### src/rtl/face_result_pkg.sv
// Shared record layout and frame/window defaults for the detector's
// OS-facing result link.
package face_result_pkg;

    localparam int REC_WIDTH = 32;
    localparam int FIELD_W   = 12;

    localparam logic [1:0] REC_DETECT  = 2'b01;
    localparam logic [1:0] REC_SUMMARY = 2'b10;

    localparam int TYPE_LO  = 30;
    localparam int OVF_BIT  = 24;
    localparam int Y_LO     = 12;
    localparam int X_LO     = 0;
    localparam int IDX_LO   = 12;
    localparam int CNT_LO   = 0;

    localparam int DEF_FIFO_DEPTH      = 16;
    localparam int DEF_FRAME_WIDTH     = 800;
    localparam int DEF_FRAME_HEIGHT    = 600;
    localparam int DEF_INTEGRAL_LENGTH = 24;

    typedef logic [REC_WIDTH-1:0] rec_t;

    function automatic rec_t det_rec(
        input logic [FIELD_W-1:0] x,
        input logic [FIELD_W-1:0] y
    );
        rec_t r;
        r = '0;
        r[TYPE_LO+:2]      = REC_DETECT;
        r[Y_LO+:FIELD_W]   = y;
        r[X_LO+:FIELD_W]   = x;
        return r;
    endfunction

    function automatic rec_t sum_rec(
        input logic               ovf,
        input logic [FIELD_W-1:0] idx,
        input logic [FIELD_W-1:0] cnt
    );
        rec_t r;
        r = '0;
        r[TYPE_LO+:2]      = REC_SUMMARY;
        r[OVF_BIT]         = ovf;
        r[IDX_LO+:FIELD_W] = idx;
        r[CNT_LO+:FIELD_W] = cnt;
        return r;
    endfunction

endpackage

### src/rtl/face_result_if.sv
// Record stream from the result transmitter to the OS consumer.
// master = producer (this block), slave = consumer.
interface face_result_if;
    import face_result_pkg::*;

    logic       o_valid;
    logic       i_ready;
    rec_t       o_data;

    modport master (output o_valid, output o_data, input i_ready);
    modport slave  (input o_valid, input o_data, output i_ready);

endinterface

### src/rtl/face_result_fifo.sv
// First-word-fall-through FIFO with registered valid/head outputs
// and an exposed occupancy count.
module face_result_fifo #(
    parameter int WIDTH = 32,
    parameter int DEPTH = 16
) (
    input  logic             clk_os,
    input  logic             reset_fpga,
    input  logic             push_i,
    input  logic [WIDTH-1:0] data_i,
    input  logic             pop_i,
    output logic             valid_o,
    output logic [WIDTH-1:0] data_o,
    output logic [$clog2(DEPTH):0] count_o
);

    localparam int AW = $clog2(DEPTH);
    localparam int CW = AW + 1;

    logic [WIDTH-1:0] mem [DEPTH];

    logic [AW-1:0]    wr_q, wr_d;
    logic [AW-1:0]    rd_q, rd_d;
    logic [CW-1:0]    cnt_q, cnt_d, cnt_pop;
    logic             valid_q, valid_d;
    logic [WIDTH-1:0] data_q, data_d;
    logic             pop_ok, push_ok;
    logic [WIDTH-1:0] head_d;

    always_comb begin
        pop_ok  = pop_i && (cnt_q != '0);
        push_ok = push_i && ((cnt_q != CW'(DEPTH)) || pop_ok);
        cnt_pop = cnt_q - CW'(pop_ok);
        cnt_d   = cnt_pop + CW'(push_ok);
        rd_d    = rd_q + AW'(pop_ok);
        wr_d    = wr_q + AW'(push_ok);
        // a push into a queue that is empty after the pop bypasses memory
        head_d  = (push_ok && cnt_pop == '0) ? data_i : mem[rd_d];
        valid_d = (cnt_d != '0);
        data_d  = valid_d ? head_d : data_q;
    end

    always_ff @(posedge clk_os) begin
        if (push_ok) begin
            mem[wr_q] <= data_i;
        end
    end

    always_ff @(posedge clk_os or posedge reset_fpga) begin
        if (reset_fpga) begin
            wr_q    <= '0;
            rd_q    <= '0;
            cnt_q   <= '0;
            valid_q <= 1'b0;
            data_q  <= '0;
        end else begin
            wr_q    <= wr_d;
            rd_q    <= rd_d;
            cnt_q   <= cnt_d;
            valid_q <= valid_d;
            data_q  <= data_d;
        end
    end

    assign valid_o = valid_q;
    assign data_o  = data_q;
    assign count_o = cnt_q;

endmodule

### src/rtl/face_result_tx.sv
// Collects window candidates and frame ends, packs them into 32-bit
// records and streams them to the OS through a FWFT FIFO.
module face_result_tx
    import face_result_pkg::*;
#(
    parameter int DATA_WIDTH_12   = 12,
    parameter int FIFO_DEPTH      = DEF_FIFO_DEPTH,
    parameter int FRAME_WIDTH     = DEF_FRAME_WIDTH,
    parameter int FRAME_HEIGHT    = DEF_FRAME_HEIGHT,
    parameter int INTEGRAL_LENGTH = DEF_INTEGRAL_LENGTH
) (
    input  logic                     clk_os,
    input  logic                     reset_fpga,
    input  logic                     i_candidate,
    input  logic [DATA_WIDTH_12-1:0] i_xcoord,
    input  logic [DATA_WIDTH_12-1:0] i_ycoord,
    input  logic                     i_frame_end,
    face_result_if.master            os,
    output logic                     o_overflow,
    output logic [DATA_WIDTH_12-1:0] o_frame_count
);

    localparam int DW = DATA_WIDTH_12;
    localparam int CW = $clog2(FIFO_DEPTH) + 1;

    localparam logic [DW-1:0] X_MAX   = DW'(FRAME_WIDTH - INTEGRAL_LENGTH);
    localparam logic [DW-1:0] Y_MAX   = DW'(FRAME_HEIGHT - INTEGRAL_LENGTH);
    localparam logic [CW-1:0] DET_LIM = CW'(FIFO_DEPTH - 1);
    localparam logic [CW-1:0] SUM_LIM = CW'(FIFO_DEPTH);

    localparam logic [0:0] S_IDLE = 1'b0;
    localparam logic [0:0] S_PEND = 1'b1;

    logic [0:0]    state_q, state_d;
    rec_t          pend_q, pend_d;
    logic [DW-1:0] det_cnt_q, det_cnt_d;
    logic          fovf_q, fovf_d;
    logic          ovf_q, ovf_d;
    logic [DW-1:0] fcnt_q, fcnt_d;

    logic [CW-1:0] fifo_count;
    logic          push;
    rec_t          push_data;
    logic          pop;

    logic          cand_ok, take, drop;
    logic          room_sum;
    logic [DW-1:0] cnt_inc, cnt_eff;
    logic          flag_eff;
    rec_t          summary;

    always_comb begin
        cand_ok  = i_candidate && (i_xcoord <= X_MAX) && (i_ycoord <= Y_MAX);
        take     = cand_ok && (state_q == S_IDLE) && (fifo_count < DET_LIM);
        drop     = cand_ok && !take;
        room_sum = (fifo_count < SUM_LIM);
        cnt_inc  = (det_cnt_q == '1) ? det_cnt_q : det_cnt_q + 1'b1;
        // a candidate on the frame-end cycle belongs to the ending frame
        cnt_eff  = take ? cnt_inc : det_cnt_q;
        flag_eff = fovf_q || drop;
        summary  = sum_rec(flag_eff, fcnt_q, cnt_eff);
    end

    always_comb begin
        state_d   = state_q;
        pend_d    = pend_q;
        det_cnt_d = cnt_eff;
        fovf_d    = flag_eff;
        ovf_d     = ovf_q || drop;
        fcnt_d    = fcnt_q;
        push      = take;
        push_data = det_rec(i_xcoord, i_ycoord);

        unique case (state_q)
            S_IDLE: begin
                if (i_frame_end) begin
                    if (!take && room_sum) begin
                        push      = 1'b1;
                        push_data = summary;
                    end else begin
                        state_d = S_PEND;
                        pend_d  = summary;
                    end
                end
            end
            S_PEND: begin
                if (room_sum) begin
                    push      = 1'b1;
                    push_data = pend_q;
                    state_d   = S_IDLE;
                end
                if (i_frame_end) begin
                    ovf_d = 1'b1;
                end
            end
        endcase

        if (i_frame_end) begin
            fcnt_d    = fcnt_q + 1'b1;
            det_cnt_d = '0;
            fovf_d    = 1'b0;
        end
    end

    always_ff @(posedge clk_os or posedge reset_fpga) begin
        if (reset_fpga) begin
            state_q   <= S_IDLE;
            pend_q    <= '0;
            det_cnt_q <= '0;
            fovf_q    <= 1'b0;
            ovf_q     <= 1'b0;
            fcnt_q    <= '0;
        end else begin
            state_q   <= state_d;
            pend_q    <= pend_d;
            det_cnt_q <= det_cnt_d;
            fovf_q    <= fovf_d;
            ovf_q     <= ovf_d;
            fcnt_q    <= fcnt_d;
        end
    end

    assign pop = os.o_valid && os.i_ready;

    face_result_fifo #(
        .WIDTH (REC_WIDTH),
        .DEPTH (FIFO_DEPTH)
    ) u_fifo (
        .clk_os     (clk_os),
        .reset_fpga (reset_fpga),
        .push_i     (push),
        .data_i     (push_data),
        .pop_i      (pop),
        .valid_o    (os.o_valid),
        .data_o     (os.o_data),
        .count_o    (fifo_count)
    );

    assign o_overflow    = ovf_q;
    assign o_frame_count = fcnt_q;

endmodule

### src/flat_wrapper.sv
// flat-port wrapper written by rule: the top's interface ports become plain ports
module face_result_tx_flat import face_result_pkg::*;
#(
    parameter int DATA_WIDTH_12   = 12,
    parameter int FIFO_DEPTH      = DEF_FIFO_DEPTH,
    parameter int FRAME_WIDTH     = DEF_FRAME_WIDTH,
    parameter int FRAME_HEIGHT    = DEF_FRAME_HEIGHT,
    parameter int INTEGRAL_LENGTH = DEF_INTEGRAL_LENGTH
)
  (clk_os, reset_fpga, i_candidate, i_xcoord, i_ycoord, i_frame_end, o_overflow, o_frame_count, os_o_valid, os_o_data, os_i_ready);
  face_result_if os_i ();
  input  logic clk_os;
  input  logic reset_fpga;
  input  logic i_candidate;
  input  logic [DATA_WIDTH_12-1:0] i_xcoord;
  input  logic [DATA_WIDTH_12-1:0] i_ycoord;
  input  logic i_frame_end;
  output logic o_overflow;
  output logic [DATA_WIDTH_12-1:0] o_frame_count;
  output wire logic [$bits(os_i.o_valid)-1:0] os_o_valid;
  output wire logic [$bits(os_i.o_data)-1:0] os_o_data;
  input wire logic [$bits(os_i.i_ready)-1:0] os_i_ready;
  assign os_o_valid = os_i.o_valid;
  assign os_o_data = os_i.o_data;
  assign os_i.i_ready = os_i_ready;
  face_result_tx #(.DATA_WIDTH_12(DATA_WIDTH_12), .FIFO_DEPTH(FIFO_DEPTH), .FRAME_WIDTH(FRAME_WIDTH), .FRAME_HEIGHT(FRAME_HEIGHT), .INTEGRAL_LENGTH(INTEGRAL_LENGTH)) u_core (.clk_os(clk_os), .reset_fpga(reset_fpga), .i_candidate(i_candidate), .i_xcoord(i_xcoord), .i_ycoord(i_ycoord), .i_frame_end(i_frame_end), .os(os_i), .o_overflow(o_overflow), .o_frame_count(o_frame_count));
endmodule
### config.mk
export PLATFORM = sky130hd
export DESIGN_NAME = face_result_tx_flat
export DESIGN_NICKNAME = d
export VERILOG_FILES = /design/src/rtl/face_result_pkg.sv /design/src/rtl/face_result_if.sv /design/src/rtl/face_result_fifo.sv /design/src/rtl/face_result_tx.sv /design/src/flat_wrapper.sv
export SDC_FILE = /design/constraint.sdc
export NUM_CORES = 1
export LEC_CHECK = 0
export BUFFER_PORTS_ARGS = -buffer_cell sky130_fd_sc_hd__buf_4
export CAP_MARGIN = 30
export CORE_ASPECT_RATIO = 0.8
export CORE_MARGIN = 2
export CORE_UTILIZATION = 35
export DETAILED_ROUTE_END_ITERATION = 6
export HOLD_SLACK_MARGIN = 0.08
export SYNTH_ARGS = -nofsm -noshare
export SYNTH_HDL_FRONTEND = slang
export SYNTH_HIERARCHICAL = 1
export SYNTH_SLANG_ARGS = --single-unit
export TNS_END_PERCENT = 10
### constraint.sdc
create_clock -name clk_os -period 8.5 [get_ports clk_os]
set_input_delay 0.85 -clock clk_os [delete_from_list [all_inputs] [get_ports clk_os]]
set_output_delay 0.85 -clock clk_os [all_outputs]
set_load 0.01 [all_outputs]
### Word-level counts from Yosys, hierarchy flattened

Memories as Yosys holds them, arrays and structs flattened.
Cells that the tools add are included.

| word-level totals | value |
|---|---|
| bits in registers | 99 |
| memory bits (writable) | 512 |
| input port bits | 29 |
| output and inout port bits | 46 |
| logic and storage cells | 65 |
| memories | 1 |

| cells by class | value |
|---|---|
| add/sub/neg operators | 6 |
| $lt $le $gt $ge | 4 |
| equality and inequality tests | 2 |
| mux-type cells | 21 |
| bitwise operators | 2 |
| reductions and logical operators | 18 |

Memories:

| name | depth | bits a word | rd ports | clocked after Yosys merged registers in | wr ports | RTL line | source |
|---|---|---|---|---|---|---|---|
| u_core.u_fifo.mem | 16 | 32 | 1 | 0 | 1 | face_result_fifo.sv:20 | `logic [WIDTH-1:0] mem [DEPTH];` |

Operators by type and width:

| cell | count |
|---|---|
| $mux 32 | 4 |
| $pmux 32 s2 | 1 |
| $mux 12 | 3 |
| $add 12x1->12 const B | 2 |
| $le 12x10->1 const B | 2 |
| $eq 12x12->1 const B | 1 |
| $mux 1 | 11 |
| $logic_and 1x1->1 | 10 |
| $reduce_bool 5->1 | 2 |
| $add 4x1->4 | 2 |
| $add 5x1->5 | 1 |
| $logic_not 5->1 | 1 |
| $lt 5x4->1 const B | 1 |
| $lt 5x5->1 const B | 1 |
| $ne 5x5->1 const B | 1 |
| $sub 5x1->5 | 1 |
| $pmux 1 s2 | 2 |
| $logic_or 1x1->1 | 3 |
| $reduce_and 3->1 | 1 |
| $not 1->1 | 2 |
| $logic_not 1->1 | 1 |

### Logic depth before layout (Yosys ltp)

Gate-level depths: netlist of run 1.

| depth | value |
|---|---|
| depth in word-level cells | 13 |
| mapped depth | 14 |

### Modules after synthesis

Netlist of run 1, hierarchy kept.

Modules (own cells, without submodules):

| module | times used | cells an instance | area each (sq um) |
|---|---|---|---|
| face_result_fifo | 1 | 966 | 21,827.2 |
| face_result_tx | 1 | 311 | 3,076.7 |

### Least setup slack after synthesis of run 1

Ideal clock, no wire load.

| timing path | value |
|---|---|
| kind | input port to flip-flop |
| start point | input i_xcoord[6] |
| end point | memory u_core.u_fifo.mem[0][0], enable pin |
| setup time | 0.461 ns |
| data arrival time | 5.036 ns |
| data required time | 8.039 ns |
| path slack | 3.003 ns |
| stages on the path | 8 |
| buffers on the path | 1 |
| path through | or4_4 a311o_1 buf_6 nor3_1 or2_2 o31a_1 or3b_1 nor3_1 |

| between the ends | value |
|---|---|
| longest elaborated chain between the ends | 13 |
| elaborated cells on any way between the ends | 14 |

RTL lines:

| element | RTL line | source |
|---|---|---|
| start, declared | flat_wrapper.sv:15 | `input logic [DATA_WIDTH_12-1:0] i_xcoord;` |
| $le 12x10->1 (*) | face_result_tx.sv:53 | `cand_ok = i_candidate && (i_xcoord <= X_MAX) && (i_ycoord <= Y_MAX);` |
| $logic_and 1x1->1 (*) (2 in series) | face_result_tx.sv:53 |  |
| $logic_and 1x1->1 (*) (2 in series) | face_result_tx.sv:54 | `take = cand_ok && (state_q == S_IDLE) && (fifo_count < DET_LIM);` |
| $logic_not 1->1 | face_result_tx.sv:77 | `if (!take && room_sum) begin` |
| $logic_and 1x1->1 | face_result_tx.sv:77 |  |
| $mux 1 | face_result_tx.sv:77 |  |
| $mux 1 | face_result_tx.sv:76 | `if (i_frame_end) begin` |
| $pmux 1 s2 (*) | face_result_tx.sv:74 | `unique case (state_q)` |
| net u_core.push | face_result_tx.sv:42 | `logic push;` |
| $logic_and 1x1->1 (*) | face_result_fifo.sv:32 | `push_ok = push_i && ((cnt_q != CW'(DEPTH)) \|\| pop_ok);` |
| $mux 1 (*) | face_result_fifo.sv:44 | `if (push_ok) begin` |
| $mux 1 (implied by the code) (*) | face_result_fifo.sv:45 | `mem[wr_q] <= data_i;` |
| end, declared | face_result_fifo.sv:20 |  |

The timed path passes the listed nets; every way through them passes the cells marked *.

### Worst setup path after layout of run 1

| timing path | value |
|---|---|
| start point | register u_core.u_fifo.cnt_q[4], in the netlist u_core/u_fifo/count_o[4] |
| end point | register u_core.u_fifo.data_q[25], in the netlist u_core/u_fifo/data_o[25] |

| between the ends | value |
|---|---|
| longest elaborated chain between the ends | 10 |
| elaborated cells on any way between the ends | 22 |

RTL lines:

| element | RTL line | source |
|---|---|---|
| start, declared | face_result_fifo.sv:24 | `logic [CW-1:0] cnt_q, cnt_d, cnt_pop;` |
| start signal, assigned | face_result_fifo.sv:59 | `cnt_q <= cnt_d;` |
| $lt 5x4->1 | face_result_tx.sv:54 |  |
| $logic_and 1x1->1 | face_result_tx.sv:54 |  |
| $logic_not 1->1 | face_result_tx.sv:77 |  |
| $logic_and 1x1->1 | face_result_tx.sv:77 |  |
| $mux 1 | face_result_tx.sv:77 |  |
| $mux 1 | face_result_tx.sv:76 |  |
| $pmux 1 s2 (*) | face_result_tx.sv:74 |  |
| net u_core.push | face_result_tx.sv:42 |  |
| $logic_and 1x1->1 (*) | face_result_fifo.sv:32 |  |
| $add 5x1->5 or $logic_and 1x1->1 (tied branches) | face_result_fifo.sv:34, face_result_fifo.sv:38 |  |
| $reduce_bool 5->1 or $mux 32 (tied branches) | face_result_fifo.sv:39, face_result_fifo.sv:38 |  |
| end signal, assigned | face_result_fifo.sv:61 | `data_q <= data_d;` |
| end, declared | face_result_fifo.sv:26 | `logic [WIDTH-1:0] data_q, data_d;` |

Marked as above.
A chain may end at the register's enable or synchronous reset.

==> impl_metrics.tcl, run 1 <==
set metrics [dict create \
    fin_tns_setup_ps 0 \
    grt_start_max_net_pins 86 \
    grt_pass1_vias 13285 \
    drt_wl_total_um 56700 \
    crit_fanout 33 \
    start_util 0.354 \
    finalPower_mw 11.1 \
    cts_tree "yes" \
    fp.dieArea_um2 73300 \
    drt-initial-drc-count 944 \
    clockBufferDepth 3 \
    worstSetupEndpointType "register" \
    vias_per_cell 5.13 \
    clkSinkCount 611 \
    rsz0062_at_grt "false" \
    final_cells 2462 \
    syn_avg_cell_area_um2 19.5 \
    nNetsFinal 1518 \
    gp_congestion 0.846 \
    worstMarginPinSlew_ps 908 \
    power_density_nw_per_um2 381 \
    vias 12625 \
    dp_cells 2352 \
    post_cts_buffers 0 \
    htree_num_levels 2 \
    clockRootBuffer "clkbuf_16" \
    yosysWarningCount 6 \
    rows 87 \
    layout_commonest_cell "edfxtp_1" \
    arrival_ps 5100 \
    reg2reg_from "u_core/u_fifo/count_o[4]" \
    placed_area_um2 27200 \
    critPathKind "register to register" \
    first_pass_iters 4 \
    final_area_um2 29200 \
    syn_area_um2 24900 \
    antenna_found_initial 0 \
    cts_made_buffers 58 \
    synth_edf_count 512 \
    fin_crit_ps 4620 \
    maxCapViolations 0 \
    wl_per_cell_um 23.0 \
    synth_cell_types 59 \
    fp.dieW_um 302 \
    ys_seq_area_frac 0.717 \
    timing.hold.ws_ps 453 \
    fin_crit_sh 0.544 \
    synth_cells 1277 \
    core_area_um2 70400 \
    ff2ff_path_depth 13 \
    final_cell_mix "512 x edfxtp_1, 128 x mux4_2, 117 x buf_4" \
    hold_viol 0 \
    portBuffers 74 \
    ios 75 \
    clk_latency_ps 610 \
    cts_resized 0 \
    fin_worst_skew_ps 25.7 \
    peakVddDrop_mv 0.238 \
    fmax_mhz 216 \
    ff2ff_setup_slack_ps 3880 \
    clk_pin_slew_ps 60 \
    cts_hold_buf 0 \
    synth_seq_cells 611 \
    syn2layout_area_growth_pct 17.3 \
    drc 0 \
    outcome "finished clean" \
    overflow 0 \
    gr-usage-all-layers 0.156 \
    n_antenna_cell 0 \
    drive_gt1_frac 0.291 \
    start_kind "register" \
    grt_pass1_wl_um 85100 \
    worst_ep_required_time_ps 8980 \
    synthFlopType "edfxtp_1" \
    hold_class "primary input to asynchronous set/reset pin" \
    ant_nets 0 \
    reg2reg_to "u_core/u_fifo/data_o[25]" \
    place_hpwl_um 31700 \
    slew_violations 0 \
    die_h_um 243 \
    p_leak_nw 10.1 \
    maxSlewHeadroom 0.394 \
    n_fill_cell 6180 \
    setup_viol 0 \
    synthArstFlopShare 0.162 \
]
==> report_power, final <==
part | total [mW] | switching (mW) | internal (mW)
sequential | 4.13 | 0.213 | 3.92
clock | 2.68 | 1.11 | 1.57
combinational | 4.31 | 2.24 | 2.07
==> worst max-delay path: stages, from the launching register on <==
cell	delay (ps)
dfrtp_1	910
nor2_1	180
o211ai_2	320
nor3_1	160
or2_2	350
o31a_1	200
ha_1	260
ha_1	230
or3_1	350
mux2i_1	210
xnor2_1	170
o211ai_4	150
buf_4	570
mux2_2	410
==> per-stage QoR <==
stage	setup WS (ps)	util
global route	3660	0.415
CTS	3810	0.414
finish	3880	0.415
floorplan	3000	-
detailed placement	3420	0.386
global placement	3600	0.385
==> area by class of cell <==
cell class / count / area [um2] / area share
repair buffers: 122 / 980 / 0.0335
flip-flops and latches: 611 / 17900 / 0.611
well taps: 934 / 1170 / 0.0400
multi-input cells: 664 / 7140 / 0.244
clock inverters: 32 / 377 / 0.0129
inverters: 22 / 82.6 / 0.00283
clock buffers: 77 / 1600 / 0.0549
==> worst max path at each step <==
stage | cells after the start | end | from | slack, ps
finish | 13 | u_core/u_fifo/data_o[25] | u_core/u_fifo/count_o[4] | 3880
global route | 13 | u_core/u_fifo/data_o[21] | u_core/u_fifo/count_o[4] | 3660
CTS | 9 | u_core/u_fifo/data_o[10] | u_core/u_fifo/count_o[1] | 3810
detailed placement | 14 | u_core/u_fifo/data_o[25] | i_xcoord[6] | 3420
global placement | 14 | u_core/u_fifo/data_o[19] | i_xcoord[6] | 3600
floorplan | 8 | u_core/u_fifo/mem[0][0] | i_xcoord[6] | 3000
==> logic make-up (layout without fill, tap and decap cells) <==
kind of cell,count (synthesis),in the layout,synth area share
flip-flops,611,611,0.717
multiplexers,318,318,0.196
AND/OR/NAND/NOR,135,135,0.0311
AO/OA/AOI/OAI,96,96,0.0270
buffers and inverters,86,253,0.0169
XOR/XNOR,20,20,0.00703
adder cells (fa/ha/maj),10,10,0.00502
other,1,85,0.000151
==> flip-flops by register name, summed over array words and instances (netlist names) <==
name	flops
u_core/u_fifo/rd_q	4
u_core/det_cnt_q	12
u_core/fovf_q	1
u_core/u_fifo/wr_q	4
u_core/u_fifo/mem	512
u_core/u_fifo/valid_o	1
u_core/pend_q	26
u_core/u_fifo/data_o	32
u_core/u_fifo/count_o	5
u_core/o_overflow	1
u_core/state_q	1
u_core/o_frame_count	12
==> cell usage after synthesis (3+ instances only) <==
master    instances  share of area
xnor2_1          13         0.0046
or3_1             3        0.00075
nor4_1            4         0.0010
o21ai_0          17         0.0034
nand3_1          11         0.0022
a22oi_1          16         0.0048
a31oi_1           4         0.0010
a221o_1           9         0.0036
buf_4            12         0.0036
nand2_1          21         0.0032
inv_1            22         0.0033
nor2b_1          13         0.0033
nand4_1           9         0.0023
nor4_2            4         0.0020
xor2_1            7         0.0025
mux2_1           11         0.0050
and3_1            4         0.0010
clkbuf_1         27         0.0041
dfrtp_1          99          0.099
nor3_1            8         0.0016
buf_6             4         0.0018
nor2_1           32         0.0048
nand2b_1          6         0.0015
mux2i_1         114          0.046
buf_2            17         0.0034
mux2_2           65          0.029
mux4_2          128           0.12
nand3b_1          3        0.00090
ha_1             10         0.0050
buf_1             3        0.00045
and4_1            4         0.0014
o21ai_1          12         0.0024
a21oi_1          16         0.0032
o31ai_1           7         0.0021
edfxtp_1        512           0.62
==> per-layer routing <==
metal,up-vias,track usage,share of wire
met5,-,0,0
met4,0,0.0341,0.016
met3,59,0.0235,0.050
met2,310,0.250,0.48
met1,6753,0.226,0.46
li1,5503,-,-
No activity file was read; power rests on OpenSTA's default activity.
==> run 2, diff against run 1 <==
==> constraint.sdc (replaced) <==
create_clock -name clk_os -period 4.1 [get_ports clk_os]
set_input_delay 0.41 -clock clk_os [delete_from_list [all_inputs] [get_ports clk_os]]
set_output_delay 0.41 -clock clk_os [all_outputs]
set_load 0.01 [all_outputs]
==> impl_metrics.tcl, run 2 (synthesis gave the netlist of run 1 again) <==
set metrics [dict create \
    clockBufferDepth 3 \
    n_antenna_cell 0 \
    grt_start_max_net_pins 54 \
    core_area_um2 70400 \
    dp_slack_ps 144 \
    htree_num_levels 2 \
    clk_pin_slew_ps 70 \
    switching_share 0.322 \
    start_util 0.354 \
    overflow 0 \
    setup_viol 0 \
    first_pass_iters 5 \
    fin_crit_ps 3790 \
    p_switching_mw 7.46 \
    outcome "finished clean" \
    cp_common_cell "ha_1" \
    final_area_um2 29600 \
    layout_commonest_cell "edfxtp_1" \
    fp.dieW_um 302 \
    drt-initial-drc-count 1191 \
    start_kind "register" \
    vias_per_cell 5.12 \
    timing.hold.ws_ps 294 \
    slew_violations 0 \
    die_h_um 243 \
    post_cts_buffers 0 \
    nNetsFinal 1562 \
    cts_hold_buf 1 \
    maxCapViolations 0 \
    portBuffers 74 \
    worstSetupEndpointType "register" \
    cts_made_buffers 57 \
    power.share.clock 0.226 \
    gr-usage-all-layers 0.162 \
    drc 0 \
    ant_nets 0 \
    cts_tree "yes" \
    clkSinkCount 611 \
    clockRootBuffer "clkbuf_16" \
    pwr-share-comb 0.405 \
    place_hpwl_um 34900 \
    maxSlewHeadroom 0.408 \
    grt_pass1_wl_um 88000 \
    rsz0062_at_grt "false" \
    cts_resized 0 \
    crit_chain "or4_1, o21a_1, ha_1, inv_1, ha_1, ha_1, or3_1, mux2i_1, xnor2_1, o211ai_4, buf_12, mux2_2" \
    cp_slowest_stage_delay_ps 570 \
    final_cell_mix "512 x edfxtp_1, 142 x buf_4, 128 x mux4_2" \
    placed_area_um2 27800 \
    worst_ep_required_time_ps 4570 \
    vias 12808 \
    drive_gt1_frac 0.305 \
    rows 87 \
    arrival_ps 4260 \
    largest_reg_flops 512 \
    fin_crit_sh 0.923 \
    p_seq_frac 0.369 \
    crit_fanout 33 \
    fmax_mhz 264 \
    clk_latency_ps 620 \
    power_density_nw_per_um2 782 \
    fp.dieArea_um2 73300 \
    peakVddDrop_mv 0.579 \
    drt_wl_total_um 58200 \
    n_fill_cell 6141 \
    grt_pass1_vias 13438 \
    p_leak_nw 10.4 \
    syn2layout_area_growth_pct 19.0 \
    hold_class "primary input to register" \
    slowest_stage "or4_1" \
    gp_congestion 0.808 \
    antenna_found_initial 2 \
    worstMarginPinSlew_ps 882 \
    fin_worst_skew_ps 26.3 \
    internal_power_mw 15.7 \
    largest_register "u_core/u_fifo/mem" \
    fin_ws_ps 314 \
    wl_per_cell_um 23.3 \
    critPathKind "register to register" \
    ios 75 \
    hold_viol 0 \
]
[run 2: power groups by stage]
stage	Clock [mW]	Combinational, mW	Sequential [mW]
detailed placement	0	9.57	8.70
CTS	5.35	9.59	8.57
global route	5.61	10.2	8.65
finish	5.23	9.40	8.57
floorplan	0	6.43	8.61
global placement	0	9.43	8.66
[run 2: stage by stage]
| stage | setup TNS (ps) | utilization | total power [mW] | cells |
|---|---|---|---|---|
| global route | 0 | 0.421 | 24.5 | 2503 |
| floorplan | -76110 | - | 15.0 | 1361 |
| detailed placement | 0 | 0.395 | 18.3 | 2397 |
| global placement | 0 | 0.394 | 18.1 | 2396 |
| CTS | 0 | 0.421 | 23.5 | 2503 |
| finish | 0 | 0.421 | 23.2 | 2503 |
[run 2: final timing paths]
check | startpoint | endpoint | slack (ps) | cells after the start
max | u_core/u_fifo/count_o[2] | u_core/u_fifo/data_o[22] | 310 | 12
min | i_frame_end | u_core/det_cnt_q[3] | 290 | 3
max reg2reg | u_core/u_fifo/count_o[2] | u_core/u_fifo/data_o[22] | 310 | 12
min reg2reg | u_core/pend_q[31] | u_core/pend_q[31] | 470 | 1
max in group asynchronous | reset_fpga | u_core/u_fifo/data_o[25] | 2880 | 5
min in group asynchronous | reset_fpga | u_core/u_fifo/data_o[9] | 340 | 3
[run 2: layout make-up]
| cell class | count | area (um2) | area share |
|---|---|---|---|
| clock buffer | 85 | 1600 | 0.0541 |
| clock inverter | 20 | 234 | 0.00789 |
| inverter | 22 | 82.6 | 0.00279 |
| multi-input combinational | 664 | 7150 | 0.241 |
| sequential | 611 | 17900 | 0.602 |
| tap | 934 | 1170 | 0.0394 |
| timing repair buffer | 167 | 1560 | 0.0525 |
[run 2: metal layers]
layer  GRT usage  wire length [um]  share of wire  vias up
li1            -                 -              -     5600
met4      0.0370              1130          0.019        2
met2       0.252             27000           0.46      359
met1       0.240             26500           0.45     6778
met3      0.0248              3560          0.061       69
met5           0                 9        0.00015        -
[run 2: worst max-delay path: cells and delay by family, from the launching register on]
kind,cells,cell delay (ps)
adders and majority gates,3,760
xor gates and xnor gates,1,160
DFF,1,490
buffers and inverters,2,350
muxes,2,550
AOI/OAI and AO/OA,2,390
and+or+nand+nor,2,930
